`src/rtl/cga_pixel_shift.sv`:
```
`default_nettype none
// +--------------------------------------------------------------------------+
// | Module  : cga_pixel_shift                                                |
// | Brief   : CGA pixel serializer for text, 320 and 640 graphics cells,     |
// |           with CRTC timing aligned to the pixel stream.                  |
// |           Optional sticky underrun flag: define CGA_SHIFT_UNDERRUN_EN.   |
// | Revision: 1.0  initial release                                           |
// +--------------------------------------------------------------------------+
module cga_pixel_shift (
   input  logic       clk,
   input  logic       reset_n,
   input  logic       pix_en,
   input  logic       load,
   input  logic [7:0] vram_d0,
   input  logic [7:0] vram_d1,
   input  logic [7:0] font_data,
   input  logic       grph_mode,
   input  logic       mode_640,
   input  logic       de_in,
   input  logic       cursor_in,
   input  logic       hsync_in,
   input  logic       vsync_in,
   output logic [7:0] att_byte,
   output logic       pix_in,
   output logic       c0,
   output logic       c1,
   output logic       pix_640,
   output logic       display_enable,
   output logic       cursor,
   output logic       hsync,
`ifdef CGA_SHIFT_UNDERRUN_EN
   output logic       underrun,
`endif
   output logic       vsync
);

   localparam logic [4:0] c_CNT_CELL_8  = 5'd8;
   localparam logic [4:0] c_CNT_CELL_16 = 5'd16;

   logic [15:0] r_shift;
   logic [4:0]  r_count;
   logic        r_cell_grph;
   logic        r_cell_640;

   logic [15:0] w_shift_nxt;
   logic [4:0]  w_count_nxt;

   // Next shifter/count for an enabled pixel cycle; load always wins over shifting.
   always_comb begin
      w_shift_nxt = r_shift;
      w_count_nxt = r_count;
      if (load) begin
         if (grph_mode) begin
            w_shift_nxt = {vram_d0, vram_d1};
            w_count_nxt = mode_640 ? c_CNT_CELL_16 : c_CNT_CELL_8;
         end else begin
            w_shift_nxt = {font_data, 8'h00};
            w_count_nxt = c_CNT_CELL_8;
         end
      end else if (r_count != 5'd0) begin
         w_count_nxt = r_count - 5'd1;
         if (r_count == 5'd1) begin
            w_shift_nxt = 16'h0000;
         end else if (r_cell_grph && !r_cell_640) begin
            w_shift_nxt = {r_shift[13:0], 2'b00};
         end else begin
            w_shift_nxt = {r_shift[14:0], 1'b0};
         end
      end
   end

   always_ff @(posedge clk) begin
      if (!reset_n) begin
         r_shift        <= 16'h0000;
         r_count        <= 5'd0;
         r_cell_grph    <= 1'b0;
         r_cell_640     <= 1'b0;
         att_byte       <= 8'h00;
         cursor         <= 1'b0;
         display_enable <= 1'b0;
         hsync          <= 1'b0;
         vsync          <= 1'b0;
      end else if (pix_en) begin
         r_shift        <= w_shift_nxt;
         r_count        <= w_count_nxt;
         display_enable <= de_in;
         hsync          <= hsync_in;
         vsync          <= vsync_in;
         if (load) begin
            r_cell_grph <= grph_mode;
            r_cell_640  <= mode_640;
            cursor      <= cursor_in;
            if (!grph_mode) begin
               att_byte <= vram_d1;
            end
         end
      end
   end

   // Pixel taps follow the mode captured with the cell, not the live mode inputs.
   always_comb begin
      pix_in  = 1'b0;
      c0      = 1'b0;
      c1      = 1'b0;
      pix_640 = 1'b0;
      if (!r_cell_grph) begin
         pix_in = r_shift[15];
      end else if (r_cell_640) begin
         pix_640 = r_shift[15];
      end else begin
         c1 = r_shift[15];
         c0 = r_shift[14];
      end
   end

`ifdef CGA_SHIFT_UNDERRUN_EN
   always_ff @(posedge clk) begin
      if (!reset_n) begin
         underrun <= 1'b0;
      end else if (pix_en && !load && (r_count == 5'd0) && de_in) begin
         underrun <= 1'b1;
      end
   end
`endif

endmodule
`default_nettype wire
```
`config.mk`:
```
export PLATFORM = sky130hd
export DESIGN_NAME = cga_pixel_shift
export DESIGN_NICKNAME = d
export VERILOG_FILES = /design/src/rtl/cga_pixel_shift.sv
export SDC_FILE = /design/constraint.sdc
export NUM_CORES = 1
export LEC_CHECK = 0
export BUFFER_PORTS_ARGS = -buffer_cell sky130_fd_sc_hd__buf_4
export CAP_MARGIN = 10
export CORE_ASPECT_RATIO = 1.25
export CORE_MARGIN = 2
export CORE_UTILIZATION = 52
export CTS_CLUSTER_DIAMETER = 40
export DETAILED_ROUTE_END_ITERATION = 7
export GPL_TIMING_DRIVEN = 0
export PLACE_DENSITY = 0.78
export REMOVE_ABC_BUFFERS = 1
export SETUP_SLACK_MARGIN = 0.1
export SYNTH_ARGS = -nofsm -noshare
export SYNTH_HDL_FRONTEND = slang
export SYNTH_SLANG_ARGS = --single-unit
```
`constraint.sdc`:
```
create_clock -name clk -period 1.6 [get_ports clk]
set_clock_uncertainty 0.1 [all_clocks]
set_input_delay 0.08 -clock clk [delete_from_list [all_inputs] [get_ports clk]]
set_output_delay 0.08 -clock clk [all_outputs]
set_load 0.01 [all_outputs]
```
-- Word-level counts from Yosys, hierarchy flattened
Index checks and enable logic that the tools add are counted.
- bits in registers: 35
- logic and storage cells: 35
- output and inout bits: 16
- bits of input ports: 34
- add/sub/neg operators: 1
- bitwise operators: 1
- mux-type cells: 16
- reduce and logical (&&, ||, !) cells: 7
- equal/unequal tests: 1
- operators by type and width (cell ; number):
    16-bit two-way mux ; 5
    5-bit two-way mux ; 4
    1-bit two-way mux ; 7
    5-bit by 1-bit equality test with 1-bit output, second input constant ; 1
    5-bit nonzero test ; 1
    5-bit by 1-bit subtractor with 5-bit output, second input constant ; 1
    2-bit AND reduction ; 2
    3-bit AND reduction ; 1
    2-bit nonzero test ; 1
    1-bit logical AND ; 1
    1-bit zero test ; 1
    1-bit inverter ; 1

-- Depth between registers and ports, before layout
Gate-level depths: netlist of run 1.
- depth after elaboration: 6
- mapped depth: 6
- gate-level depth less buffers: 6

-- Worst setup path before layout of run 1
No wires, ideal clock.
- path kind: register to register
- from: reg r_cell_640
- to: reg r_shift[2]
- period minus slack after synthesis: 1469 ps
- path slack: 131 ps
- arrival: 1250 ps
- data required time: 1380 ps
- buffers on the path: 2
- setup time: 120 ps
- stages on the path, launching flop included: 7
- cell sequence: dfxtp_1 > nand2b_1 > buf_6 > buf_12 > mux2_4 > a221oi_2 > nor2_1
- cells in the longest elaborated chain, start to end: 6
- RTL lines (what ; RTL line ; source):
    start: declaration ; 43 ; logic r_cell_640;
    start signal: assignment ; 91 ; r_cell_640 <= mode_640;
    1-bit zero test ; 64 ; end else if (r_cell_grph && !r_cell_640) begin
    1-bit logical AND ; 64 ;
    16-bit two-way mux ; 64 ;
    16-bit two-way mux ; 62 ; if (r_count == 5'd1) begin
    16-bit two-way mux ; 60 ; end else if (r_count != 5'd0) begin
    16-bit two-way mux ; 52 ; if (load) begin
    end signal: assignment ; 84 ; r_shift <= w_shift_nxt;
    end: declaration ; 40 ; logic [15:0] r_shift;
Every way passes these cells. The select of a mux whose other input is x is not followed.
A chain may end at the register's enable or synchronous reset.

-- Final worst setup path of run 1
- from: reg r_count[2]
- to: reg r_shift[1]
- cells in the longest elaborated chain, start to end: 4
- elaborated cells between the ends (all ways): 7
- those cells by class: eq/ne: 1; mux: 3; reduce/logical: 3
- RTL lines (what ; RTL line ; source):
    start: declaration ; 41 ; logic [4:0] r_count;
    start signal: assignment ; 85 ; r_count <= w_count_nxt;
    5-bit by 1-bit equality test with 1-bit output ; 62 ;
    16-bit two-way mux ; 62 ;
    16-bit two-way mux ; 60 ;
    16-bit two-way mux ; 52 ;
Parallel ways exist; a longest one is shown, timed or not. The select of a mux whose other input is x is not followed.

==> reports/metrics.yaml, run 1 <==
insertedDiodeCount: 0
yosysTopAreaCellShare_pct: 37.4
drc: 0
synth_cell_types: 39
h-tree-depth: 2
io-pin-count: 50
cts-root-buf: "clkbuf_8"
slew_viol_final: 0
irDropWorstVdd_mv: 0.899
power_density_nw_per_um2: 948
fin_util_pct: 75.7
track_usage_pct: 21.9
status: "complete, no violations"
p_leak_nw: 1.18
synth_seq_cells: 35
area_growth_pct: 40.8
drt_wl_total_um: 5050
grt_pass1_wl_um: 6870
max_freq_mhz: 653
vias_per_cell: 5.81
slowest_delay_ps: 400
insertion_delay_ps: 300
grt_max_degree: 20
seq_area_frac_synth_pct: 37.4
cts_made_buffers: 5
synth_area_sq_um: 1870
ys_top_cells_by_area: "dfxtp_1, mux2i_1, mux2_4"
placed_cell_area_sq_um: 2200
crit_chain: "nor3_4 > a21oi_4 > clkbuf_16 > a32oi_1 > a21oi_1"
initial_utilization_pct: 53.7
vias: 1719
yosysWarnings: 0
drive_above_1_share_pct: 43.2
grt_pass1_vias: 1558
cap_violations: 0
dpl_worst_slack_ps: -402
holdWs_ps: 18.7
worst_slack_ps: 69.6
setup_viol: 0
worstMarginPinSlew_ps: 551
slowest_stage: "dfxtp_1"
core.rowCount: 24
cts_buffer_depth: 2
die-area_sq_um: 4100
gp_congestion: 0.737
cp.arrival_ps: 1610
final_hold_viol_count: 0
cp_max_fo: 7
fin_crit_sh_pct: 95.7
grt_overflow_total: 0
clkSinkCount: 35
drt_pre_antenna_iters: 4
start_kind: "register"
hp-class: "in2reg"
cts_tree: "yes"
die_w_um: 57.7
die_h_um: 71.1
core_area_sq_um: 3480
endpoint_kind: "register"
synth_area_leader_cell: "dfxtp_1"
rsz0062_at_grt: "yes"
slew_headroom_pct: 63.2
ant_nets: 0
post_drt_wl_per_cell_um: 17.1
async_flop_share_pct: 0
synthCells: 194
io_buffers: 49
drtIter0Drc: 61
nNetsFinal: 293
required_ps: 1680
path_class: "reg2reg"
path_clk_slew_ps: 70
reg2reg_slack_ps: 70
avgSynthCellArea_sq_um: 9.65
antenna_found_initial: 0
finalCriticalPeriod_ps: 1530
synth_flop_cell: "dfxtp_1"
synth_edf_count: 0
dpl.hpwl_um: 2720
final_cell_area_sq_um: 2640
-- worst max-delay path: cells and delay by family (launching register included) --
kind,cells,cell delay (ps)
and+or+nand+nor,1,330
DFF,1,400
AOI/OAI and AO/OA,3,410
buffers and inverters,1,180
-- layout by cell type, fill, tap and decap left out, drive strengths merged, types with 3 or more instances in the layout --
cell type    count
mux2i           11
nand3            3
mux2            22
a221oi           6
nand2b           3
inv              6
buf             54
a22oi            8
o21ai           18
dfxtp           35
clkbuf           7
a21oi           18
nor2            24
ha               3
dlygate4sd3     13
nand2            5
-- area by class of cell --
class / instances / area (sq um)
well taps: 39 / 48.8
clock inverters: 2 / 35.0
flip-flops and latches: 35 / 711
fillers: 234 / 847
clock buffers: 6 / 82.6
inverters: 7 / 26.3
repair buffers: 68 / 584
multi-input cells: 139 / 1150
-- sequential cells by signal, indices dropped and copies added, names as in the netlist --
name            flops
att_byte            8
cursor              1
display_enable      1
hsync               1
r_cell_640          1
r_cell_grph         1
r_count             5
r_shift            16
vsync               1
-- cell usage after synthesis (5+ instances only) --
| master | number |
|---|---|
| a22oi_1 | 8 |
| clkbuf_1 | 5 |
| nor2_1 | 24 |
| inv_1 | 5 |
| nand2_1 | 5 |
| a21oi_1 | 17 |
| mux2_2 | 8 |
| mux2i_1 | 11 |
| mux2_4 | 7 |
| o21ai_0 | 15 |
| dfxtp_1 | 35 |
| mux2_1 | 7 |
| a221oi_2 | 6 |
| buf_2 | 6 |
-- per-stage QoR --
step / TNS (ps) / power (mW) / std cells
floorplan: -12080 / 1.33 / 178
global placement: -22730 / 1.50 / 266
detailed placement: -5580 / 1.52 / 267
CTS: 0 / 2.40 / 290
global route: -2.68 / 2.60 / 296
finish: 0 / 2.50 / 296
-- logic make-up after synthesis --
kind of cell    synth area share, %
xor+xnor                      0.936
fa+ha+maj                      2.01
mux                            20.5
simple gates                   11.0
flops                          37.4
buf+inv                        7.09
compound gates                 21.1
-- worst paths after layout --
check                to       start  depth (start not counted)
max          r_shift[1]  r_count[2]                          5
min          r_cell_640      pix_en                          3
max reg2reg  r_shift[1]  r_count[2]                          5
min reg2reg  r_shift[0]  r_shift[0]                          2
-- power breakdown --
| part | total (mW) | internal (mW) | switching (mW) | leakage, nW |
|---|---|---|---|---|
| clock network | 0.832 | 0.504 | 0.328 | 0.0612 |
| logic | 0.650 | 0.345 | 0.305 | 0.828 |
| registers | 1.02 | 0.948 | 0.0700 | 0.290 |
| total | 2.50 | 1.80 | 0.704 | 1.18 |
-- per-layer routing --
| layer | vias to the layer above | track usage (%) | wire length [um] |
|---|---|---|---|
| met4 | 0 | 9.04 | 61 |
| met1 | 827 | 23.9 | 1890 |
| met2 | 66 | 39.5 | 2790 |
| li1 | 821 | - | - |
| met5 | - | 0 | 0 |
| met3 | 5 | 5.48 | 311 |
-- timing repair --
| item | CTS | global route |
|---|---|---|
| pin swaps | 2 | 19 |
| setup endpoints to repair | 23 | 19 |
| gates resized for setup | 7 | 22 |
| hold buffers | 13 | 0 |
| setup buffers | 2 | 2 |
| cloned | 0 | 4 |
| hold endpoints to repair | 21 | 0 |
Note: power is estimated with default switching activity, not from simulation.
==> run 2, diff against run 1 <==
--- a/config.mk
+++ b/config.mk
@@ -5,7 +5,7 @@
 export SDC_FILE = /design/constraint.sdc
 export NUM_CORES = 1
 export LEC_CHECK = 0
-export BUFFER_PORTS_ARGS = -buffer_cell sky130_fd_sc_hd__buf_4
+export BUFFER_PORTS_ARGS = -buffer_cell sky130_fd_sc_hd__buf_2
 export CAP_MARGIN = 10
 export CORE_ASPECT_RATIO = 1.25
 export CORE_MARGIN = 2
==> reports/metrics.yaml, run 2 (same netlist as run 1, synthesis figures left out) <==
post_drt_wl_per_cell_um: 16.5  # -3.1%
initial_utilization_pct: 53.7  # unchanged
drt_pre_antenna_iters: 4  # unchanged
drtIter0Drc: 67  # +9.8%
min_from: "pix_en"
drc: 0  # unchanged
violations: "negative setup slack"
placed_cell_area_sq_um: 2080  # -5.4%
finalCriticalPeriod_ps: 1630  # +95.1 ps
track_usage_pct: 22.1  # +0.17 points
dpl_worst_slack_ps: -398  # +4.29 ps
required_ps: 1680  # about the same
final_common_cell: "buf_2"
largest_reg_flops: 16  # unchanged
status: "finished with violations"
area_growth_pct: 38.1
core.rowCount: 24  # unchanged
fin_crit_sh_pct: 102  # +5.9 points
worst_slack_ps: -25.5  # -95.1 ps
drive_above_1_share_pct: 42.4  # -0.77 points
cp_max_fo: 11  # +4
slew_headroom_pct: 64.8  # +1.6 points
cts_buffer_depth: 2  # unchanged
ant_nets: 0  # unchanged
clkSinkCount: 35  # unchanged
antenna_found_initial: 0  # unchanged
cts_made_buffers: 5  # unchanged
grt_pass1_wl_um: 7040  # +2.4%
p_leak_nw: 1.20  # +1.6%
grt_max_degree: 24  # +20%
slew_viol_final: 0  # unchanged
io-pin-count: 50  # unchanged
hp-class: "in2reg"
gp_congestion: 0.745  # +1.0%
rsz0062_at_grt: "yes"
nNetsFinal: 301  # +2.7%
vias_per_cell: 5.67  # -2.4%
grt_overflow_total: 0  # unchanged
h-tree-depth: 2  # unchanged
cap_violations: 0  # unchanged
r2r-start: "r_count[3]"
insertion_delay_ps: 290  # about the same
top_regs: "r_shift x16, att_byte x8, r_count x5"
multi_input_area_sq_um: 1120  # -2.3%
register_area_sq_um: 713  # +0.35%
die_h_um: 71.1  # unchanged
die_w_um: 57.7  # unchanged
max_freq_mhz: 615  # -5.9%
setup_viol: 1  # +1
cts_tree: "yes"
cts-root-buf: "clkbuf_8"
cp.arrival_ps: 1710  # +100 ps
dp_cells: 267  # unchanged
core_area_sq_um: 3480  # unchanged
total_power_mw: 2.46  # -1.5%
vias: 1718  # -0.058%
worstMarginPinSlew_ps: 527  # -24.1 ps
drt_wl_total_um: 5010  # -0.79%
insertedDiodeCount: 0  # unchanged
regMostFlops: "r_shift"
irDropWorstVdd_mv: 0.994  # +11%
endpoint_kind: "register"
path_class: "reg2reg"
io_buffers: 49  # unchanged
cp-startpoint: "r_count[3]"
final_hold_viol_count: 0  # unchanged
final_cell_mix: "buf_2, dfxtp_1, nor2_1"
n_fill_cell: 241  # +3.0%
final_cell_area_sq_um: 2580  # -1.9%
instances_no_fill: 303  # +2.4%
power_density_nw_per_um2: 952  # +0.41%
path_clk_slew_ps: 70  # about the same
die-area_sq_um: 4100  # unchanged
dpl.hpwl_um: 2660  # -2.5%
start_kind: "register"
grt_pass1_vias: 1603  # +2.9%
-- run 2: cell types whose count changed in the layout (fill, tap and decap cells not counted), moves of 5 or more --
cell     previous run  this run
buf_4              51         7
a22oi_1             3         8
buf_2               0        49
a22oi_2             5         0
-- run 2: area by class of cell --
type                            instances  share of cell area (%)
Multi-Input combinational cell        138                    43.4
Sequential cell                        35                    27.6
Timing Repair Buffer                   77                    22.1
Clock buffer                            6                    2.81
Tap cell                               39                    1.89
Clock inverter                          1                    1.16
Inverter                                7                    1.02
-- run 2: path summary, 6_finish.rpt --
path / slack [ps] / cells past startpoint / endpoint
max: -30 / 7 / r_shift[5]
min: 60 / 3 / cursor
max reg2reg: -30 / 7 / r_shift[5]
min reg2reg: 390 / 2 / att_byte[3]
-- run 2: what timing repair did --
item / in CTS / in global routing
gates cloned: 0 / 4
setup endpoints to repair: 23 / 20
hold buffers: 13 / 0
pin swaps: 3 / 12
buffers inserted: 7 / 5
hold endpoints to repair: 21 / 0
resized for setup: 9 / 20
-- run 2: metal layers --
metal | global-route usage (%) | routed length, um | vias to the layer above
li1 | - | - | 836
met1 | 24.1 | 2010 | 819
met2 | 39.3 | 2620 | 54
met3 | 6.22 | 276 | 9
met4 | 9.30 | 103 | 0
met5 | 0 | 0 | -
-- run 2: stage by stage --
stage / setup TNS [ps] / hold WS (ps) / util, %
after detailed placement: -4960 / 224 / 59.7
after global placement: -22130 / 221 / 59.1
after global routing: -277 / 87.9 / 74.2
final: -25.5 / 56.0 / 74.2
after floorplan: -12080 / 116 / -
after CTS: 0 / 45.5 / 69.3
-- run 2: critical path, stage by stage, from the launching register on --
cell and delay [ps]:
dfxtp_4 360, nor3_4 220, buf_4 170, a31oi_4 80, buf_12 150, clkbuf_16 160
o21ai_0 200, nor2_1 70
-- run 2: power by group --
part	internal, mW	switching, mW
logic	0.370	0.317
registers	0.949	0.0649
clock network	0.456	0.305
total	1.78	0.686
==> run 3, diff against run 2 <==
--- a/config.mk
+++ b/config.mk
@@ -8,7 +8,6 @@
 export BUFFER_PORTS_ARGS = -buffer_cell sky130_fd_sc_hd__buf_2
 export CAP_MARGIN = 10
 export CORE_ASPECT_RATIO = 1.25
-export CORE_MARGIN = 2
 export CORE_UTILIZATION = 52
 export CTS_CLUSTER_DIAMETER = 40
 export DETAILED_ROUTE_END_ITERATION = 7
@@ -16,6 +15,7 @@
 export PLACE_DENSITY = 0.78
 export REMOVE_ABC_BUFFERS = 1
 export SETUP_SLACK_MARGIN = 0.1
+export SKIP_LAST_GASP = 1
 export SYNTH_ARGS = -nofsm -noshare
 export SYNTH_HDL_FRONTEND = slang
 export SYNTH_SLANG_ARGS = --single-unit
==> reports/metrics.yaml, run 3 (same netlist as run 1, synthesis figures left out) <==
status: "finished with violations"
violations: "negative setup slack"
clkSinkCount: 35  # unchanged
total_power_mw: 2.69  # +9.2%
dpl_worst_slack_ps: -299  # +99.3 ps
die-area_sq_um: 3840  # -6.2%
slew_headroom_pct: 63.8  # -1.1 points
ant_nets: 0  # unchanged
antenna_found_initial: 0  # unchanged
fin_crit_sh_pct: 104  # +2.5 points
drive_above_1_share_pct: 47.3  # +4.9 points
cts-root-buf: "clkbuf_8"
grt_overflow_total: 0  # unchanged
register_area_sq_um: 712  # -0.18%
cts_tree: "yes"
final_common_cell: "buf_2"
drtIter0Drc: 68  # +1.5%
worst_slack_ps: -64.7  # -39.2 ps
multi_input_area_sq_um: 1140  # +1.8%
hp-class: "in2reg"
irDropWorstVdd_mv: 1.00  # +0.93%
finalCriticalPeriod_ps: 1660  # +39.2 ps
final_cell_mix: "buf_2, dfxtp_1, nor2_1"
initial_utilization_pct: 54.2  # +0.47 points
drt_wl_total_um: 4910  # -2.0%
h-tree-depth: 2  # unchanged
grt_pass1_vias: 1642  # +2.4%
die_w_um: 55.7  # -3.5%
cp_max_fo: 6  # -5
nNetsFinal: 300  # -0.33%
area_growth_pct: 42.0
core.rowCount: 24  # unchanged
cts_buffer_depth: 2  # unchanged
gp_congestion: 0.844  # +13%
top_regs: "r_shift x16, att_byte x8, r_count x5"
post_drt_wl_per_cell_um: 16.2  # -2.0%
dpl.hpwl_um: 2610  # -1.7%
fin_util_pct: 77.0  # +2.8 points
track_usage_pct: 23.7  # +1.6 points
worstMarginPinSlew_ps: 540  # +13.0 ps
vias_per_cell: 5.73  # +1.0%
die_h_um: 69.1  # -2.8%
slew_viol_final: 0  # unchanged
cts_made_buffers: 5  # unchanged
drt_pre_antenna_iters: 5  # +1
drc: 0  # unchanged
io-pin-count: 50  # unchanged
grt_pass1_wl_um: 7290  # +3.5%
setup_viol: 1  # unchanged
grt_max_degree: 23  # -4.2%
max_freq_mhz: 601  # -2.4%
required_ps: 1670  # about the same
path_clk_slew_ps: 80  # about the same
insertedDiodeCount: 0  # unchanged
path_class: "reg2reg"
endpoint_kind: "register"
start_kind: "register"
p_leak_nw: 1.23  # +2.5%
cap_violations: 0  # unchanged
n_fill_cell: 198  # -18%
insertion_delay_ps: 290  # about the same
vias: 1736  # +1.0%
core_area_sq_um: 3450  # -0.86%
cp.arrival_ps: 1730  # +20 ps
io_buffers: 49  # unchanged
largest_reg_flops: 16  # unchanged
final_hold_viol_count: 0  # unchanged
regMostFlops: "r_shift"
rsz0062_at_grt: "yes"
power_density_nw_per_um2: 1010  # +6.2%
run 3: layer usage:
metal | track usage (%) | wire [um]
met1 | 27.0 | 1940
met4 | 7.50 | 91
met3 | 4.50 | 284
met2 | 43.6 | 2600
met5 | 0 | 0
run 3: critical path, cell delays in order (launching register included):
cell	delay (ps)
dfxtp_4	370
nor3_4	300
buf_6	150
a31oi_4	160
clkbuf_16	220
o21ai_1	170
a21oi_1	80
run 3: area by class of cell:
class / instances / area share [%]
well taps: 39 / 1.84
multi-input cells: 136 / 43.0
repair buffers: 78 / 22.2
clock buffers: 5 / 2.59
inverters: 7 / 1.08
flip-flops and latches: 35 / 26.8
clock inverters: 3 / 2.54
run 3: what timing repair did:
action                     4_1_cts  5_1_grt
buffers inserted                 4        8
gates resized for setup          8       45
setup endpoints to repair       23       20
pin swaps                        4       12
gates cloned                     0        3
hold endpoints to repair        20        0
hold buffers                    13        0
run 3: through the flow:
stage / area, sq um / instances / hold slack (ps) / TNS, ps
final: 2660 / 303 / 82.3 / -64.7
after detailed placement: 2080 / 267 / 230 / -4190
after global placement: 2060 / 266 / 219 / -23380
after global routing: 2660 / 303 / 115 / -215
after CTS: 2430 / 292 / 50.9 / 0
after floorplan: 1770 / 178 / 116 / -12080
run 3: report_power, final:
group	switching (mW)	internal (mW)
sequential	0.0685	0.948
combinational	0.330	0.387
clock	0.333	0.621
run 3: path summary, 6_finish.rpt:
check | from | end | slack, ps | cells past startpoint
setup / recovery | r_count[3] | r_shift[15] | -60 | 6
hold / removal | pix_en | r_shift[0] | 80 | 3
setup reg to reg | r_count[3] | r_shift[15] | -60 | 6
hold reg to reg | r_shift[0] | r_shift[0] | 380 | 2
